## config.mk

```make
export PLATFORM = sky130hd
export DESIGN_NAME = msg_block_padder
export DESIGN_NICKNAME = d
export VERILOG_FILES = /design/src/rtl/msg_block_padder.sv
export SDC_FILE = /design/constraint.sdc
export NUM_CORES = 1
export LEC_CHECK = 0
export CAP_MARGIN = 20
export CELL_PAD_IN_SITES_DETAIL_PLACEMENT = 1
export CELL_PAD_IN_SITES_GLOBAL_PLACEMENT = 2
export CORE_MARGIN = 2
export CORE_UTILIZATION = 39
export DETAILED_ROUTE_END_ITERATION = 10
export PLACE_DENSITY = 0.84
export REMOVE_ABC_BUFFERS = 1
export SLEW_MARGIN = 20
export SYNTH_ARGS = -nofsm -noshare
export SYNTH_HDL_FRONTEND = slang
export SYNTH_SLANG_ARGS = --single-unit
export TNS_END_PERCENT = 5
```

## constraint.sdc

```tcl
create_clock -name clk -period 3.5 [get_ports clk]
set_clock_uncertainty 0.2 [all_clocks]
set_input_delay 1.05 -clock clk [delete_from_list [all_inputs] [get_ports clk]]
set_output_delay 1.05 -clock clk [all_outputs]
set_load 0.005 [all_outputs]
```

## src/rtl/msg_block_padder.sv

```systemverilog
// Byte-serial Merkle-Damgard padder: passes message bytes through, then appends
// 0x80, zero fill and a 64-bit big-endian bit length so each message ends on a 64-byte block.
module msg_block_padder (
  input  logic       clk,
  input  logic       reset,
  input  logic [7:0] in_data,
  input  logic       in_valid,
  input  logic       in_last,
  output logic       in_ready,
  output logic [7:0] out_data,
  output logic       out_valid,
  input  logic       out_ready,
  output logic       out_block_end,
  output logic       out_msg_end,
  output logic       busy
);

  localparam int unsigned LEN_W       = 64;
  localparam int unsigned BLK_BYTES   = 64;
  localparam int unsigned CNT_W       = $clog2(BLK_BYTES);
  localparam int unsigned BYTE_CNT_W  = LEN_W - 3;
  localparam int unsigned LAST_POS    = BLK_BYTES - 1;
  localparam int unsigned PAD_END_POS = BLK_BYTES - (LEN_W / 8) - 1;

  typedef enum logic [1:0] {
    S_DATA  = 2'd0,
    S_PAD80 = 2'd1,
    S_ZERO  = 2'd2,
    S_LEN   = 2'd3
  } state_t;

  state_t                  r_state;
  logic [CNT_W-1:0]        r_blk_cnt;
  logic [BYTE_CNT_W-1:0]   r_byte_cnt;
  logic [7:0]              r_out_data;
  logic                    r_out_valid;
  logic                    r_out_block_end;
  logic                    r_out_msg_end;

  logic                    w_load;
  logic                    w_blk_last;
  logic                    w_pad_end;
  logic [LEN_W-1:0]        w_len;
  logic [2:0]              w_len_idx;
  logic [7:0]              w_len_byte;

  // Output register may load whenever it is empty or being drained.
  assign w_load     = !r_out_valid || out_ready;
  assign in_ready   = (r_state == S_DATA) && w_load;
  assign w_blk_last = (r_blk_cnt == CNT_W'(LAST_POS));
  assign w_pad_end  = (r_blk_cnt == CNT_W'(PAD_END_POS));

  // Length field sits at positions 56..63, so the low 3 bits of the position pick the byte, MSB first.
  assign w_len      = LEN_W'({r_byte_cnt, 3'b000});
  assign w_len_idx  = r_blk_cnt[2:0];
  assign w_len_byte = 8'(w_len >> {3'(3'd7 - w_len_idx), 3'b000});

  assign out_data      = r_out_data;
  assign out_valid     = r_out_valid;
  assign out_block_end = r_out_block_end;
  assign out_msg_end   = r_out_msg_end;
  assign busy          = (r_state != S_DATA);

  always_ff @(posedge clk or negedge reset) begin
    if (!reset) begin
      r_state         <= S_DATA;
      r_blk_cnt       <= '0;
      r_byte_cnt      <= '0;
      r_out_data      <= 8'h00;
      r_out_valid     <= 1'b0;
      r_out_block_end <= 1'b0;
      r_out_msg_end   <= 1'b0;
    end else if (w_load) begin
      case (r_state)
        S_DATA: begin
          if (in_valid) begin
            r_out_data      <= in_data;
            r_out_valid     <= 1'b1;
            r_out_block_end <= w_blk_last;
            r_out_msg_end   <= 1'b0;
            r_blk_cnt       <= r_blk_cnt + CNT_W'(1);
            r_byte_cnt      <= r_byte_cnt + BYTE_CNT_W'(1);
            if (in_last) begin
              r_state <= S_PAD80;
            end
          end else begin
            r_out_valid     <= 1'b0;
            r_out_block_end <= 1'b0;
            r_out_msg_end   <= 1'b0;
          end
        end
        S_PAD80: begin
          r_out_data      <= 8'h80;
          r_out_valid     <= 1'b1;
          r_out_block_end <= w_blk_last;
          r_out_msg_end   <= 1'b0;
          r_blk_cnt       <= r_blk_cnt + CNT_W'(1);
          r_state         <= w_pad_end ? S_LEN : S_ZERO;
        end
        S_ZERO: begin
          r_out_data      <= 8'h00;
          r_out_valid     <= 1'b1;
          r_out_block_end <= w_blk_last;
          r_out_msg_end   <= 1'b0;
          r_blk_cnt       <= r_blk_cnt + CNT_W'(1);
          if (w_pad_end) begin
            r_state <= S_LEN;
          end
        end
        S_LEN: begin
          r_out_data      <= w_len_byte;
          r_out_valid     <= 1'b1;
          r_out_block_end <= w_blk_last;
          r_out_msg_end   <= w_blk_last;
          r_blk_cnt       <= r_blk_cnt + CNT_W'(1);
          if (w_blk_last) begin
            r_byte_cnt <= '0;
            r_state    <= S_DATA;
          end
        end
        default: begin
          r_state <= S_DATA;
        end
      endcase
    end
  end

endmodule

```

==> results.yml <==
run_status:
  status: "completed"
floorplanning:
  coreArea_mm2: 0.01262
  die_y_um: 117.7
  dieArea_mm2: 0.01385
  rows: 41
  dieWidth_um: 117.7
  start_util_pct: 39.95
  ios: 26
clock_network:
  clkSlewWorstSetupHoldPaths_ns: 0.07
  cts_tree: "done"
  postCtsSetupBuffers: 0
  cts_hold_buffers: 0
  cts_max_level: 3
  clock_sinks: 80
  root_buffer: "clkbuf_16"
  numCtsBuffers: 9
  clk_path_buf_depth: 2
  clock_latency_ns: 0.35
detailed_routing:
  highest_layer: "met4"
  wl_met3_um: 814
  initialDrtViolationCount: 278
  drcViolationCount: 0
  wl_met1_um: 7165
  wl_per_cell_um: 21.73
  vias: 4590
  vias_per_cell: 6.161
  routed_wl_um: 16190
  antenna_left: 0
  drt_pre_antenna_iters: 4
  wl_met2_um: 7690
synth:
  ys.flop_type: "dfrtp_1"
  ys_ff_latch: 80
  synth_edf_count: 0
  synth_warnings: 0
  synth_top_cell_by_area: "dfrtp_1"
  synth_cells: 544
  syn_area_per_cell_um2: 9.267
  synthArstFlopShare_pct: 100.0
  yosys-top-cells-area: "dfrtp_1, mux4_2, nand2_1"
  synth.top_cell.area_share_pct: 39.71
  yosys-top-cells-count: "dfrtp_1, nand2_1, nor2_1"
  synth_most_common_cell: "dfrtp_1"
  netlist_area_mm2: 0.005041
  netlist-cell-type-count: 53
  seq_area_frac_synth_pct: 39.71
sta:
  drv_slew: 0
  max_slew_margin_pct: 50.54
  fin_ws_ns: 0.3774
  hold_viol: 0
  worst_slew_pin_slew_ns: 0.7351
  timing.fmax_mhz: 320.2
  finalCritPeriodShare_pct: 89.22
  finalCriticalPeriod_ns: 3.123
  setup_violations: 0
  rsz0062_at_grt: "no"
worst_setup_path:
  startpoint: "out_ready"
  cp_data_arrival_time_ns: 1.87
  startpoint_type: "input pin"
  required_ns: 2.25
  r2r_start: "r_blk_cnt[0]"
  cp-end-kind: "primary output"
  worst-setup-path-type: "input pin to primary output"
  worst-path-max-fanout: 2
min_path:
  min_path_type: "register to register"
  min_from: "out_block_end"
layout:
  drive_above_1_share_pct: 11.52
  area.growth.synth_to_final_pct: 14.92
  fin_cells: 745
  final_area_mm2: 0.005793
  fillers: 1486
  multiInputGateArea_mm2: 0.002816
  n_antenna_cell: 0
  num-nets-final: 588
  regArea_mm2: 0.002002
global_routing:
  first_global_vias: 4974
  grt_usage_pct: 24.56
  antenna_found_initial: 0
  grt_pass1_wl_um: 26860
  grt_overflow_total: 0
  grt_max_degree: 53
power_and_ir_drop:
  p_leak_nw: 2.313
  power.density_mw_per_mm2: 578.9
  ir_drop_v: 0.0002411
place:
  placement.io_buffers: 25
  dpl-instance-area_mm2: 0.005485
  hpwl_um: 11800
  numPlacedInstances: 729
  gp_congestion: 0.8361
  pre_cts_slack_ns: 0.01845
flow_run:
  cap_violations: 0
-- report_power, final --
group | switching [W] | leakage [nW] | internal (W) | total [W]
Combinational | 0.000631 | 1.13 | 0.000513 | 0.00114
Clock | 0.000431 | 0.143 | 0.000560 | 0.000991
Sequential | 0.000151 | 1.04 | 0.00107 | 0.00122
-- layout make-up --
type	instances	area share (%)
repair buffers	44	6.998
inverters	13	0.8423
well taps	172	3.715
clock buffers	9	3.888
clock inverters	7	1.382
multi-input cells	420	48.62
flip-flops and latches	80	34.56
-- cells by family (layout without fill, tap and decap cells) --
logic type	Yosys count	after routing	synth area share [%]
and+or+nand+nor	276	276	29.86
AOI/OAI and AO/OA	81	81	10.35
DFF	80	80	39.71
buffers and inverters	44	73	4.443
muxes	30	30	9.382
xor gates and xnor gates	26	26	4.517
adders and majority gates	7	7	1.737
-- worst paths after layout --
kind	slack, ns	end	depth (start not counted)
worst max register to register	0.68	r_byte_cnt[27]	6
min in group asynchronous	0.55	r_byte_cnt[6]	1
worst max-delay path	0.38	in_ready	4
worst min register to register	0.28	out_block_end	2
max in group asynchronous	1.91	r_byte_cnt[21]	2
worst min-delay path	0.28	out_block_end	2
-- placed cells by master, fill, tap and decap left out, types with 3 or more instances in the layout --
cell type / n
dfrtp_1: 80
nor4_1: 15
o31ai_1: 13
o41ai_1: 3
ha_1: 7
mux4_2: 12
nand2_1: 62
and3_1: 10
nor3_1: 18
nand2b_1: 6
a221oi_1: 4
a21oi_1: 29
xor2_1: 13
nand4_1: 28
buf_4: 19
mux2_2: 5
o211ai_1: 13
clkdlybuf4s50_1: 23
nand3_1: 31
o21ai_0: 12
or4_1: 23
nor2b_1: 4
inv_1: 13
mux2i_1: 12
or3_1: 7
nand4b_1: 4
and4_1: 6
xnor2_1: 13
clkbuf_16: 9
nor2_1: 48
-- what timing repair did --
action	in CTS	in global routing
setup endpoints to repair	0	1
endpoints found under the hold margin	0	0
resized for setup	0	1
-- critical path, cell delays in order --
cell	delay [ns]
clkdlybuf4s50_1	0.49
nor2b_1	0.06
nor2_1	0.13
dlymetal6s2s_1	0.14
-- flip-flops by register name (all words and copies together), names as in the netlist --
signal         flops
out_data           8
r_byte_cnt        61
r_blk_cnt          6
out_valid          1
out_block_end      1
out_msg_end        1
r_state            2
-- routing by layer --
metal	track usage, %	vias up
met1	33.17	2355
met2	38.99	119
li1	-	2082
met4	11.82	0
met3	3.295	34
met5	0	-
-- through the flow --
step | setup TNS, ns | hold slack [ns] | power (W) | utilization [%]
floorplan | -3.121 | 0.2420 | 0.001859 | -
global placement | 0 | 0.2538 | 0.002333 | 43.47
detailed placement | 0 | 0.2709 | 0.002388 | 43.47
CTS | 0 | 0.2863 | 0.003383 | 45.89
global route | 0 | 0.3133 | 0.003528 | 45.91
finish | 0 | 0.2841 | 0.003354 | 45.91
No activity file was read; power rests on OpenSTA's default activity.
